<file path="src/rtl/regfile_mp_sb.sv">
// regfile_mp_sb: parametrised 2R/1W register file with clearing sweep
// and a per-register pending scoreboard for RAW hazard detection.
module regfile_mp_sb #(
   parameter int DATA_W   = 32,
   parameter int ADDR_W   = 6,
   parameter int NUM_REGS = 64,
   parameter int ZERO_REG = 0
) (
   input  logic              clk,
   input  logic              rst,
   input  logic              in_ctrl_regwrt,
   input  logic [ADDR_W-1:0] in_rd,
   input  logic [DATA_W-1:0] in_rdval,
   input  logic [ADDR_W-1:0] in_rs,
   input  logic [ADDR_W-1:0] in_rt,
   input  logic              in_ctrl_claim,
   input  logic [ADDR_W-1:0] in_claim_rd,
   output logic [DATA_W-1:0] out_rsval,
   output logic [DATA_W-1:0] out_rtval,
   output logic              out_rs_pending,
   output logic              out_rt_pending,
   output logic              out_busy
);

   localparam int IDX_W = (NUM_REGS > 1) ? $clog2(NUM_REGS) : 1;
   localparam logic [ADDR_W-1:0] LAST = ADDR_W'(NUM_REGS - 1);
   localparam logic [ADDR_W:0] LIMIT = (ADDR_W+1)'(NUM_REGS);

   typedef enum logic {
      INIT,
      RUN
   } state_t;

   state_t              state_q;
   logic [ADDR_W-1:0]   cnt_q;
   logic [DATA_W-1:0]   mem_q [NUM_REGS];
   logic [NUM_REGS-1:0] pend_q;
   logic [NUM_REGS-1:0] pend_d;
   logic [DATA_W-1:0]   rsval_q, rsval_d;
   logic [DATA_W-1:0]   rtval_q, rtval_d;
   logic                rsp_q, rsp_d;
   logic                rtp_q, rtp_d;
   logic                busy_q;
   logic                wr_ok;
   logic                cl_ok;

   // address lies inside the implemented register range
   function automatic logic in_range(input logic [ADDR_W-1:0] a);
      return {1'b0, a} < LIMIT;
   endfunction

   // address names a real, writable register (zero reg excluded)
   function automatic logic live(input logic [ADDR_W-1:0] a);
      return in_range(a) && !((ZERO_REG != 0) && (a == '0));
   endfunction

   function automatic logic [IDX_W-1:0] idx(input logic [ADDR_W-1:0] a);
      return IDX_W'(a);
   endfunction

   assign wr_ok = in_ctrl_regwrt && live(in_rd);
   assign cl_ok = in_ctrl_claim && live(in_claim_rd);

   // scoreboard next state: write clears, a same-cycle claim wins
   always_comb begin
      pend_d = pend_q;
      if (wr_ok) begin
         pend_d[idx(in_rd)] = 1'b0;
      end
      if (cl_ok) begin
         pend_d[idx(in_claim_rd)] = 1'b1;
      end
   end

   // write-first read ports and post-update pending lookup
   always_comb begin
      rsval_d = '0;
      rtval_d = '0;
      rsp_d   = 1'b0;
      rtp_d   = 1'b0;
      if (live(in_rs)) begin
         if (wr_ok && (in_rd == in_rs)) begin
            rsval_d = in_rdval;
         end else begin
            rsval_d = mem_q[idx(in_rs)];
         end
      end
      if (live(in_rt)) begin
         if (wr_ok && (in_rd == in_rt)) begin
            rtval_d = in_rdval;
         end else begin
            rtval_d = mem_q[idx(in_rt)];
         end
      end
      if (in_range(in_rs)) begin
         rsp_d = pend_d[idx(in_rs)];
      end
      if (in_range(in_rt)) begin
         rtp_d = pend_d[idx(in_rt)];
      end
   end

   // storage array: sweep clears one entry per edge, then writeback
   always_ff @(posedge clk) begin
      if (!rst) begin
         if (state_q == INIT) begin
            mem_q[idx(cnt_q)] <= '0;
         end else if (wr_ok) begin
            mem_q[idx(in_rd)] <= in_rdval;
         end
      end
   end

   // control FSM with registered read, pending and busy outputs
   always_ff @(posedge clk) begin
      if (rst) begin
         state_q <= INIT;
         cnt_q   <= '0;
         pend_q  <= '0;
         busy_q  <= 1'b1;
         rsval_q <= '0;
         rtval_q <= '0;
         rsp_q   <= 1'b0;
         rtp_q   <= 1'b0;
      end else begin
         unique case (state_q)
            INIT: begin
               cnt_q   <= cnt_q + 1'b1;
               rsval_q <= '0;
               rtval_q <= '0;
               rsp_q   <= 1'b0;
               rtp_q   <= 1'b0;
               if (cnt_q == LAST) begin
                  state_q <= RUN;
                  busy_q  <= 1'b0;
               end
            end
            RUN: begin
               pend_q  <= pend_d;
               rsval_q <= rsval_d;
               rtval_q <= rtval_d;
               rsp_q   <= rsp_d;
               rtp_q   <= rtp_d;
               busy_q  <= 1'b0;
            end
            default: begin
               state_q <= INIT;
               cnt_q   <= '0;
            end
         endcase
      end
   end

   assign out_rsval      = rsval_q;
   assign out_rtval      = rtval_q;
   assign out_rs_pending = rsp_q;
   assign out_rt_pending = rtp_q;
   assign out_busy       = busy_q;

endmodule

</file>
<file path="config.mk">
export PLATFORM = sky130hd
export DESIGN_NAME = regfile_mp_sb
export DESIGN_NICKNAME = d
export VERILOG_FILES = /design/src/rtl/regfile_mp_sb.sv
export SDC_FILE = /design/constraint.sdc
export NUM_CORES = 2
export LEC_CHECK = 0
export BUFFER_PORTS_ARGS = -buffer_cell sky130_fd_sc_hd__buf_2
export CAP_MARGIN = 20
export CORE_MARGIN = 2
export CORE_UTILIZATION = 50
export CTS_BUF_LIST = sky130_fd_sc_hd__clkbuf_8
export CTS_CLUSTER_DIAMETER = 150
export DETAILED_ROUTE_END_ITERATION = 10
export GPL_TIMING_DRIVEN = 0
export PLACE_DENSITY = 0.77
export SKIP_LAST_GASP = 1
export SYNTH_ARGS = -nofsm -noshare
export SYNTH_HDL_FRONTEND = slang
export SYNTH_SLANG_ARGS = --single-unit
</file>
<file path="constraint.sdc">
create_clock -name clk -period 3.7 [get_ports clk]
set_input_delay 0.74 -clock clk [delete_from_list [all_inputs] [get_ports clk]]
set_output_delay 0.74 -clock clk [all_outputs]
set_load 0.01 [all_outputs]
</file>
==> reports/metrics.cfg <==
[layout]
finalNonFillerCells=8642
drive_above_1_share_pct=40.16
final_cell_mix=edfxtp_1, mux4_2, clkbuf_8, buf_2, clkbuf_1
nNetsFinal=5736
syn_to_final_growth_pct=15.03
final_common_cell=edfxtp_1
post-route-util_pct=57.75

[global_routing]
overflow=0
grt_pass1_vias=62110
busiest_layer=met2
track_usage_pct=33.00
antenna_found_initial=40
use_met1_pct=42.07
grt_util_met2_pct=48.87
grt_start_max_net_pins=45
grt_pass1_wl_um=469400
met3_usage_pct=9.431

[synthesis]
syn_area_per_cell_um2=20.53
syn_inst=4933
synth_seq_cells=2186
synthDistinctLibCells=73
ys.flop_type=edfxtp_1
syn-num-nets=4994
ys_seq_area_share_pct=63.46
yosys_warnings=0
synthTopCellsByArea=edfxtp_1, mux4_2, dfxtp_1
async_reset_ff_share_pct=0
synth-edff-count=2048
yosys.area.top_type=edfxtp_1
synth_top_area_share_pct=60.73
netlist_area_um2=101300

[timing]
hold_violations=0
finalCritPeriodShare_pct=106.7
worst_pin_slew_ps=1188
setup_viol=31
fin_ws_ps=-249.3
slew_headroom_pct=20.78
hold_ws_ps=95.76
rsz0062_at_grt=true
skew_ps=68.78
timing.fmax_mhz=253.2
drv_slew=0
fin_crit_ps=3949

[clock_tree]
clock-sinks=2186
h-tree-depth=5
clk_latency_ps=1110
path_clk_slew_ps=60
cts_tree=yes
cts_root_buf=clkbuf_8
cts_made_buffers=371
cts_max_path_buffers=4

[route]
drtIter0Drc=10880
final_antenna_net_count=0
first_pass_iters=8
vias=62310
vias_per_cell=7.210
drcViolationCount=0
wl_um=339900
wl_per_cell_um=39.33

[power]
vdd_drop_max_mv=0.4605
pwr-share-comb_pct=6.7
p_total_mw=50.26
p_int_mw=38.18
power_frac_seq_pct=53.2
power.share.clock_pct=40.1
power_leakage_nw=41.21
powerDensity_nw_per_um2=431.4
switching_share_pct=24.04
switching_power_mw=12.08

[die]
start_util_pct=50.21
core_area_um2=201700
io-pin-count=127
dieWidth_um=454.0
die-height_um=454.0
num_rows=165
dieArea_um2=206200

[worst_setup_path]
worstSetupEndpointType=flip-flop
path_class=in2reg
cp_max_fo=10
cp-start-kind=input port
cp.arrival_ps=4770
reg2reg_depth=9
crit_required_ps=4520

[placed_design]
dp.cells=7837
dp_hpwl_um=235300
routabilityCongestion=0.9985
numPortBuffers=115

[outcome]
status=complete, but fails checks
violations=negative setup slack

[job]
drv_cap=0

[worst_hold_path]
whs_path_depth=3
hold_class=in2reg

==> worst max-delay path, cell delays in order <==
cell,delay [ps]
buf_2,560
clkdlybuf4s15_1,830
clkbuf_1,840
mux4_2,430
mux4_2,480
mux2i_1,440
o21ai_1,430
==> layout make-up <==
cell class              count  area [µm²]
diodes                     26       65.06
plain buffers             401        1797
clock buffers             388        5340
clock inverters           254        1240
fillers                 14220       85210
inverters                   9       33.78
multi-input cells        2335       35770
flip-flops and latches   2186       64260
well taps                2672        3343
repair buffers            371        4637
==> timing repair <==
item / CTS / global route
hold endpoints to repair: 17 / 0
pin swaps: 49 / 13
buffers inserted: 80 / 37
setup endpoints to repair: 1195 / 1420
gates resized for setup: 7 / 40
cloned: 0 / 0
hold buffers: 10 / 0
==> cells by family (layout without fill, tap and decap cells) <==
family,Yosys count,after routing,synth area share [%]
compound gates,392,392,2.299
xor+xnor,16,16,0.1384
fa+ha+maj,1,1,0.01235
buf+inv,412,1423,1.777
flops,2186,2186,63.46
mux,1425,1425,29.96
other cells,0,26,0
simple gates,501,501,2.355
==> Yosys cell counts, types with 5 or more instances <==
master / number
xor2_1: 9
o21ai_1: 73
nand4_1: 17
a211oi_1: 22
nor2b_1: 6
buf_2: 130
nor3_1: 20
nand2_1: 90
and3_1: 37
dfxtp_1: 138
mux4_2: 1285
o22ai_1: 5
o21a_1: 18
nand3_1: 35
or2_2: 5
buf_4: 16
nand2b_1: 9
buf_1: 41
mux2i_1: 138
inv_1: 6
o2111ai_1: 7
nand4b_1: 6
a31oi_1: 5
a311oi_1: 23
xnor2_1: 7
nor2_1: 230
or3_1: 5
nand3b_1: 10
o21ai_0: 78
clkbuf_1: 212
edfxtp_1: 2048
a21oi_1: 120
o211ai_1: 12
==> layer usage <==
metal / routed length, µm / up-vias
li1: - / 23080
met1: 109600 / 32120
met2: 153700 / 5911
met3: 47690 / 1172
met4: 28840 / 24
met5: 159 / -
==> power by group through the flow <==
stage / clock (mW) / combinational [mW] / sequential, mW
detailed placement: 0 / 3.23 / 27.3
floorplan: 0 / 1.99 / 27.2
finish: 20.1 / 3.38 / 26.7
CTS: 20.1 / 3.26 / 26.7
global placement: 0 / 3.12 / 27.3
global route: 21.2 / 3.43 / 26.7
==> sequential cells by signal (all words and copies together), names as in the netlist <==
name	flops
out_rsval	32
pend_q	64
out_busy	1
state_q	1
out_rtval	32
mem_q	2048
cnt_q	6
out_rt_pending	1
out_rs_pending	1
==> final timing paths <==
kind	from	endpoint	slack, ps
setup / recovery	in_rs[1]	out_rsval[22]	-250
hold / removal	in_rdval[13]	out_rtval[13]	100
setup reg to reg	state_q	mem_q[48][14]	0
hold reg to reg	pend_q[35]	pend_q[35]	480
==> per-stage QoR <==
step	worst slack, ps	cell area [µm²]	setup TNS (ps)
after global placement	-2968	105200	-5975060
after CTS	-65.21	115900	-1290
after global routing	-40.96	116500	-261.4
after detailed placement	-1499	108200	-1159200
final	-249.3	116500	-3182
after floorplan	-324.8	101300	-428620
Note: power is estimated with default switching activity, not from simulation.
